$ cat config.mk
export PLATFORM = sky130hd
export DESIGN_NAME = serial_addsub
export DESIGN_NICKNAME = d
export VERILOG_FILES = /design/src/rtl/serial_addsub.sv
export SDC_FILE = /design/constraint.sdc
export NUM_CORES = 1
export LEC_CHECK = 0
export CAP_MARGIN = 40
export CORE_ASPECT_RATIO = 1.75
export CORE_MARGIN = 2
export CORE_UTILIZATION = 25
export DETAILED_ROUTE_END_ITERATION = 10
export PLACE_DENSITY = 0.5
export SLEW_MARGIN = 20
export SYNTH_ARGS = -nofsm -noshare
export SYNTH_HDL_FRONTEND = slang
export SYNTH_SLANG_ARGS = --single-unit
export TNS_END_PERCENT = 50
$ cat constraint.sdc
create_clock -name clk -period 1.5 [get_ports clk]
set_input_delay 0.375 -clock clk [delete_from_list [all_inputs] [get_ports clk]]
set_output_delay 0.375 -clock clk [all_outputs]
set_load 0.005 [all_outputs]
$ cat src/rtl/serial_addsub.sv
`default_nettype none
// ============================================================================
// Module   : serial_addsub
// Brief    : Bit-serial adder/subtractor. One result bit per clock, LSB
//            first, built from a single full-adder cell and a carry register.
//            Operands are captured on start, results are registered at the
//            completion edge and announced with a one-cycle done pulse.
// Revision : 1.0 - initial release
// ============================================================================
module serial_addsub #(
  parameter int WIDTH = 8
) (
  input  logic             clk,
  input  logic             rst,
  input  logic             start,
  input  logic             sub,
  input  logic [WIDTH-1:0] a,
  input  logic [WIDTH-1:0] b,
  input  logic             cin,
  output logic             busy,
  output logic             done,
  output logic [WIDTH-1:0] sum,
  output logic             cout,
  output logic             overflow
);

  localparam int             CW   = (WIDTH > 1) ? $clog2(WIDTH) : 1;
  localparam logic [CW-1:0]  LAST = CW'(WIDTH - 1);

  typedef enum logic [1:0] {
    IDLE = 2'd0,
    RUN  = 2'd1,
    DONE = 2'd2
  } state_t;

  state_t state;
  state_t next_state;

  // Operands are shifted right each bit so the full-adder always sees bit 0.
  logic [WIDTH-1:0] a_sh;
  logic [WIDTH-1:0] b_sh;
  logic [WIDTH-1:0] res;
  logic             carry;
  logic [CW-1:0]    cnt;

  logic s_bit;
  logic c_next;
  logic last_bit;
  logic capture;

  // Single full-adder cell and control decodes.
  always_comb begin
    s_bit    = a_sh[0] ^ b_sh[0] ^ carry;
    c_next   = (a_sh[0] & b_sh[0]) | (a_sh[0] & carry) | (b_sh[0] & carry);
    last_bit = (cnt == LAST);
    capture  = (state == IDLE) && start;
  end

  // State register.
  always_ff @(posedge clk or posedge rst) begin
    if (rst) begin
      state <= IDLE;
    end else begin
      state <= next_state;
    end
  end

  // Next-state logic; busy and done are pure decodes of the state.
  always_comb begin
    next_state = state;
    busy       = 1'b0;
    done       = 1'b0;
    case (state)
      IDLE: begin
        if (start) begin
          next_state = RUN;
        end
      end
      RUN: begin
        busy = 1'b1;
        if (last_bit) begin
          next_state = DONE;
        end
      end
      DONE: begin
        done       = 1'b1;
        next_state = IDLE;
      end
      default: begin
        next_state = IDLE;
      end
    endcase
  end

  // Serial datapath: capture operands, then one bit per RUN cycle; the
  // visible result registers only change on the final bit.
  always_ff @(posedge clk or posedge rst) begin
    if (rst) begin
      a_sh     <= '0;
      b_sh     <= '0;
      res      <= '0;
      carry    <= 1'b0;
      cnt      <= '0;
      sum      <= '0;
      cout     <= 1'b0;
      overflow <= 1'b0;
    end else if (capture) begin
      a_sh  <= a;
      b_sh  <= sub ? ~b : b;
      carry <= sub | cin;
      cnt   <= '0;
    end else if (state == RUN) begin
      a_sh  <= a_sh >> 1;
      b_sh  <= b_sh >> 1;
      carry <= c_next;
      res   <= {s_bit, res[WIDTH-1:1]};
      cnt   <= last_bit ? '0 : cnt + CW'(1);
      if (last_bit) begin
        sum      <= {s_bit, res[WIDTH-1:1]};
        cout     <= c_next;
        // carry currently holds the carry into the MSB.
        overflow <= carry ^ c_next;
      end
    end
  end

endmodule
`default_nettype wire

==> results of run 1 <==
-- cell type report --
cell class / count / area, um2
fillers: 675 / 4230
inverters: 3 / 11.3
well taps: 84 / 105
flip-flops and latches: 39 / 976
clock buffers: 5 / 125
repair buffers: 56 / 577
clock inverters: 3 / 67.6
multi-input cells: 111 / 764
-- placed cells by master, fill, tap and decap left out, types with 5 or more instances in the layout --
cell,instances
a22oi_1,8
dlygate4sd2_1,10
nand2_1,46
o21ai_0,18
buf_6,5
dfrtp_1,39
clkbuf_16,7
clkdlybuf4s50_1,20
buf_4,14
mux2_4,9
mux2i_1,7
xor2_1,8
-- metrics by stage --
stage          TNS (ns)  setup slack (ns)
4_1_cts         -0.0605           -0.0182
5_1_grt          -0.600           -0.0689
2_1_floorplan         0            0.0109
3_3_place_gp     -0.301           -0.0683
3_5_place_dp     -0.891           -0.0600
6_report        -0.0334           -0.0101
-- power by group --
group	leakage [uW]	switching, uW	internal (uW)
Clock	0.0000900	414	952
Sequential	0.000497	287	1520
Combinational	0.000665	818	1090
Total	0.00125	1520	3560
-- registers in the layout (all words and copies together), names as in the netlist --
name	cells
carry	1
sum	8
res	7
state	2
a_sh	8
b_sh	8
cnt	3
cout	1
overflow	1
-- logic make-up (layout without fill, tap and decap cells) --
| group | after synthesis | after routing |
|---|---|---|
| buffers and inverters | 13 | 67 |
| AOI/OAI and AO/OA | 31 | 31 |
| muxes | 16 | 16 |
| adders and majority gates | 3 | 3 |
| DFF | 39 | 39 |
| xor gates and xnor gates | 9 | 9 |
| and+or+nand+nor | 52 | 52 |
-- critical path, delay by kind of cell, from the launching register on --
kind	cells	cell delay, ns
fa+ha+maj	2	0.37
buf+inv	2	0.23
flops	1	0.39
mux	1	0.29
simple gates	1	0.12
-- final timing paths --
check / slack [ns] / from / depth (start not counted) / to
hold reg to reg: 0.48 / res[1]$_DFFE_PP0P_ / 2 / res[1]$_DFFE_PP0P_
setup reg to reg: -0.01 / cnt[0]$_DFFE_PP0P_ / 6 / sum[4]$_DFFE_PP0P_
hold / removal: 0.45 / rst / 3 / a_sh[2]$_DFFE_PP0P_
setup / recovery: -0.01 / cnt[0]$_DFFE_PP0P_ / 6 / sum[4]$_DFFE_PP0P_
min in group clk: 0.48 / res[1]$_DFFE_PP0P_ / 2 / res[1]$_DFFE_PP0P_
max in group asynchronous: 0.85 / rst / 3 / sum[5]$_DFFE_PP0P_
-- per-layer routing --
metal	vias to the layer above	GRT usage	share of wire
li1	649	-	-
met1	607	0.122	0.39
met2	37	0.176	0.55
met3	5	0.0233	0.039
met4	0	0.0612	0.028
met5	-	0	0
-- repair_timing --
| action | CTS | global route |
|---|---|---|
| resized for setup | 24 | 9 |
| endpoints found under the setup margin | 21 | 24 |
| pin swaps | 1 | 2 |
| setup buffers | 4 | 4 |
| gates cloned | 1 | 2 |
==> reports/metrics.cfg, run 1 <==
[logic_synthesis]
synth_edf_count = 0
synth_area_leader_cell = dfrtp_1
synthAdderAreaFrac = 0.0254
synthDistinctLibCells = 26
syn-num-nets = 187
synth-simple-area-share = 0.120
syn_avg_cell_area_um2 = 10.9
seq_area_frac_synth = 0.549
synth_mux_area_frac = 0.111
synth_cells = 163
synth_xor_xnor_area_share = 0.0444
synth_compound_area_frac = 0.105
synth_top_area_frac = 0.549
synthArstFlopShare = 1.00
yosysWarnings = 0
ys.flop_type = dfrtp_1
yosysMostFrequentCell = nand2_1
synth_area_um2 = 1780
yosys_register_bits = 39
synth_top_family_by_area = simple AND/OR/NAND/NOR gates
yosys-top-cells-area = dfrtp_1 55%, nand2_1 9.7%, mux2_4 5.9%
synth_common_cells = 46 x nand2_1, 39 x dfrtp_1, 20 x o21ai_0

[clocking]
cts.sinks = 39
cts_max_path_buffers = 2
clk_latency_ns = 0.28
root_buffer = clkbuf_16
cts.htree.levels = 2
tritoncts = yes
postCtsHoldBufs = 0
cts_buffers = 5
cts.clk_slew.worst_paths_ns = 0.06

[place]
port_buffers = 32
post-place-cells = 283
dp_hpwl_um = 2410
gp_congestion = 0.710
dpl_cell_area_um2 = 2280

[worst_setup_path]
critPathLaunchType = flip-flop
cp.arrival_ns = 1.68
slowest_delay_ns = 0.39
cp_slowest_cell = dfrtp_1
critPathMaxFanout = 5
end_kind = flip-flop
path_class = flip-flop to flip-flop
required_ns = 1.67
worstPathCellList = ha_2 > ha_4 > nand3b_1 > buf_6 > buf_16 > mux2_4

[global_routing]
grt_max_degree = 40
grt_usage = 0.106
antenna_found_initial = 0
grt_pass1_wl_um = 6010
overflow = 0
grt_pass1_vias = 1245

[floorplanning]
ios = 33
die_area_um2 = 7820
core_area_um2 = 6860
die_w_um = 67.7
die_height_um = 116
rows = 40
start_util = 0.259

[timing]
post-route-period-util = 1.01
fin_worst_skew_ns = 0.00324
holdWs_ns = 0.447
setup_ws_ns = -0.0101
hold_viol_final = 0
report.final.slew_viol_count = 0
max_slew_margin = 0.853
fmax_mhz = 662
rsz0062_at_grt = true
min_period_ns = 1.51
finalSetupViolations = 5
max_slew.worst_pin.slew_ns = 0.221

[detailed_routing]
viasPerCell = 4.31
first_iter_violations = 28
dr.pass1.iters = 4
ant_nets = 0
wl_per_cell_um = 12.2
drc = 0
num_vias = 1298
routed_wl_um = 3660

[power_and_ir_drop]
powerDensity_nw_per_um2 = 1940
vdd_ir_drop_max_mv = 0.593
p_leak_uw = 0.00125
total_power_uw = 5080

[job]
maxCapViolations = 0

[run_status]
violations = negative setup slack
status = finished with violations

[cells_and_area]
final_core_util = 0.383
final_layout_size_suffix_gt1_frac = 0.235
antennaDiodeCount = 0
design_area_um2 = 2630
fin_cells = 301
area_growth_pct = 47.8
final_nets = 240

[worst_hold_path]
hold_class = input port to asynchronous set/reset pin

No activity file was read; power rests on OpenSTA's default activity.
==> run 2, diff against run 1 <==
--- a/config.mk
+++ b/config.mk
@@ -5,12 +5,14 @@
 export SDC_FILE = /design/constraint.sdc
 export NUM_CORES = 1
 export LEC_CHECK = 0
+export ABC_AREA = 1
 export CAP_MARGIN = 40
 export CORE_ASPECT_RATIO = 1.75
 export CORE_MARGIN = 2
 export CORE_UTILIZATION = 25
 export DETAILED_ROUTE_END_ITERATION = 10
-export PLACE_DENSITY = 0.5
+export PLACE_DENSITY = 0.49
+export REMOVE_ABC_BUFFERS = 1
 export SLEW_MARGIN = 20
 export SYNTH_ARGS = -nofsm -noshare
 export SYNTH_HDL_FRONTEND = slang
==> reports/metrics.cfg, run 2 <==
[global_routing]
overflow = 0
grt_pass1_vias = 1452
grt_pass1_wl_um = 6800
grt_max_degree = 40
antenna_found_initial = 0
grt_usage = 0.102

[timing]
setup-tns-final_ns = 0
rsz0062_at_grt = false
finalSetupViolations = 0
setup_ws_ns = 0.0648
max_slew_margin = 0.852
max_slew.worst_pin.slew_ns = 0.221
post-route-period-util = 0.957
hold_viol_final = 0
holdWs_ns = 0.455
report.final.slew_viol_count = 0
fmax_mhz = 697
min_period_ns = 1.44
fin_worst_skew_ns = 0.00496

[floorplanning]
rows = 42
die_area_um2 = 8410
core_area_um2 = 7510
die_w_um = 70.2
ios = 33
start_util = 0.255
die_height_um = 120

[clocking]
cts_buffers = 5
cts_max_path_buffers = 2
clk_latency_ns = 0.28
cts.clk_slew.worst_paths_ns = 0.06
cts.sinks = 39
tritoncts = yes
root_buffer = clkbuf_16
cts.htree.levels = 2

[logic_synthesis]
synth_common_cells = 116 x nand2_1, 39 x dfrtp_1, 18 x inv_1
yosysMostFrequentCell = nand2_1
synth_top_area_frac = 0.509
yosys-top-cells-area = dfrtp_1 51%, nand2_1 23%, o21ai_2 4.1%
synth_cells = 227
synth_area_leader_cell = dfrtp_1
syn_avg_cell_area_um2 = 8.44
synth_edf_count = 0
yosys_register_bits = 39
synth_area_um2 = 1920
seq_area_frac_synth = 0.509
yosysWarnings = 0
synthDistinctLibCells = 24
synthArstFlopShare = 1.00
ys.flop_type = dfrtp_1

[place]
dp_hpwl_um = 2910
post-place-cells = 351
port_buffers = 32
gp_congestion = 0.755
dpl_worst_slack_ns = -0.00306

[power_and_ir_drop]
vdd_ir_drop_max_mv = 0.631
p_leak_uw = 0.00137
powerDensity_nw_per_um2 = 1900

[run_status]
status = finished, final reports clean

[cells_and_area]
seqCellArea_um2 = 978
area_growth_pct = 36.7
fillers = 811
final_layout_size_suffix_gt1_frac = 0.161
reg.largest.list = a_sh (8), b_sh (8), sum (8)
most-common-layout-cells = 116 x nand2_1, 37 x dfrtp_1, 20 x clkdlybuf4s50_1
multiInputGateArea_um2 = 781
final_nets = 297
antennaDiodeCount = 0
layout_commonest_cell = nand2_1
fin_cells = 362

[worst_setup_path]
regToRegStartpoint = state[1]$_DFFE_PP0P_
cp.arrival_ns = 1.06
r2r_slack_ns = 0.16
worstPathCellList = buf_6 > nor2_8 > buf_2
end_kind = primary output
slowest_delay_ns = 0.43
path_class = flip-flop to primary output
critPathMaxFanout = 2
rr_worst_depth = 6
worst-path-buf-inv = 2
critPathLaunchType = flip-flop
timing.rr.end = res[4]$_DFFE_PP0P_
cp_slowest_cell = dfrtp_2
required_ns = 1.12
cpLargestDelayFamily = flip-flops

[detailed_routing]
ant_nets = 0
num_vias = 1524
dr.pass1.iters = 4
routed_wl_um = 3830
viasPerCell = 4.21
wl_per_cell_um = 10.6
drc = 0
first_iter_violations = 53

[worst_hold_path]
hold_class = input port to asynchronous set/reset pin

[job]
maxCapViolations = 0

-- run 2: cell count changes in the layout (fill, tap and decap cells not counted), moves of 4 or more --
cell     delta
inv_1      +16
buf_4       -4
a22oi_1     -8
xor2_1      -8
mux2_4      -9
mux2i_1     -7
nand3_1    +15
o21ai_2     +9
buf_6       -4
o21ai_0    -17
o21ai_1     +4
nand2_1    +70
-- run 2: logic make-up (layout without fill, tap and decap cells) --
family,count (synthesis),count (layout),share of synthesized area
AO/OA/AOI/OAI,17,17,0.0679
XOR/XNOR,2,2,0.00914
adder cells (fa/ha/maj),3,3,0.0235
buffers and inverters,28,75,0.0835
flip-flops,39,39,0.509
AND/OR/NAND/NOR,138,138,0.307
-- run 2: layer usage --
layer / up-vias / share of wire / GRT usage
li1: 785 / - / -
met1: 688 / 0.41 / 0.118
met2: 42 / 0.52 / 0.176
met3: 9 / 0.040 / 0.0243
met4: 0 / 0.022 / 0.0469
met5: - / 0 / 0
-- run 2: timing repair --
item / CTS / global route
setup endpoints to repair: 10 / 2
hold buffers: 0 / 0
gates resized for setup: 16 / 2
setup buffers: 2 / 1
-- run 2: layout make-up --
type                            count  area share
Clock buffer                        5      0.0478
Clock inverter                      3      0.0258
Inverter                           20      0.0315
Multi-Input combinational cell    160       0.298
Sequential cell                    39       0.373
Tap cell                           88      0.0420
Timing Repair Buffer               47       0.181
-- run 2: where the power goes --
group / switching (uW) / leakage [uW] / internal (uW) / total [uW]
clock network: 411 / 0.0000900 / 952 / 1360
registers: 246 / 0.000494 / 1510 / 1760
logic: 989 / 0.000787 / 866 / 1850
-- run 2: worst max-delay path by stage --
stage	depth (start not counted)	slack, ns	to	start
final	3	0.06	busy	state[1]$_DFFE_PP0P_
after global routing	3	0.01	busy	state[1]$_DFFE_PP0P_
after CTS	1	0.001	sum[3]	sum[3]$_DFFE_PP0P_
after detailed placement	2	-0.003	busy	state[1]$_DFFE_PP0P_
after global placement	7	0.03	b_sh[5]$_DFFE_PP0P_	start
after floorplan	6	0.18	cout$_DFFE_PP0P_	state[0]$_DFFE_PP0P_
-- run 2: metrics by stage --
step	total power, uW	instance area, um2	utilization
floorplan	2890	1840	-
global placement	3690	2410	0.321
detailed placement	3730	2410	0.321
CTS	5050	2610	0.347
global route	5380	2620	0.349
finish	4980	2620	0.349
-- run 2: worst min-delay path, stage by stage --
cell and delay [ns]:
clkdlybuf4s50_1 0.40, inv_1 0.09, buf_12 0.23
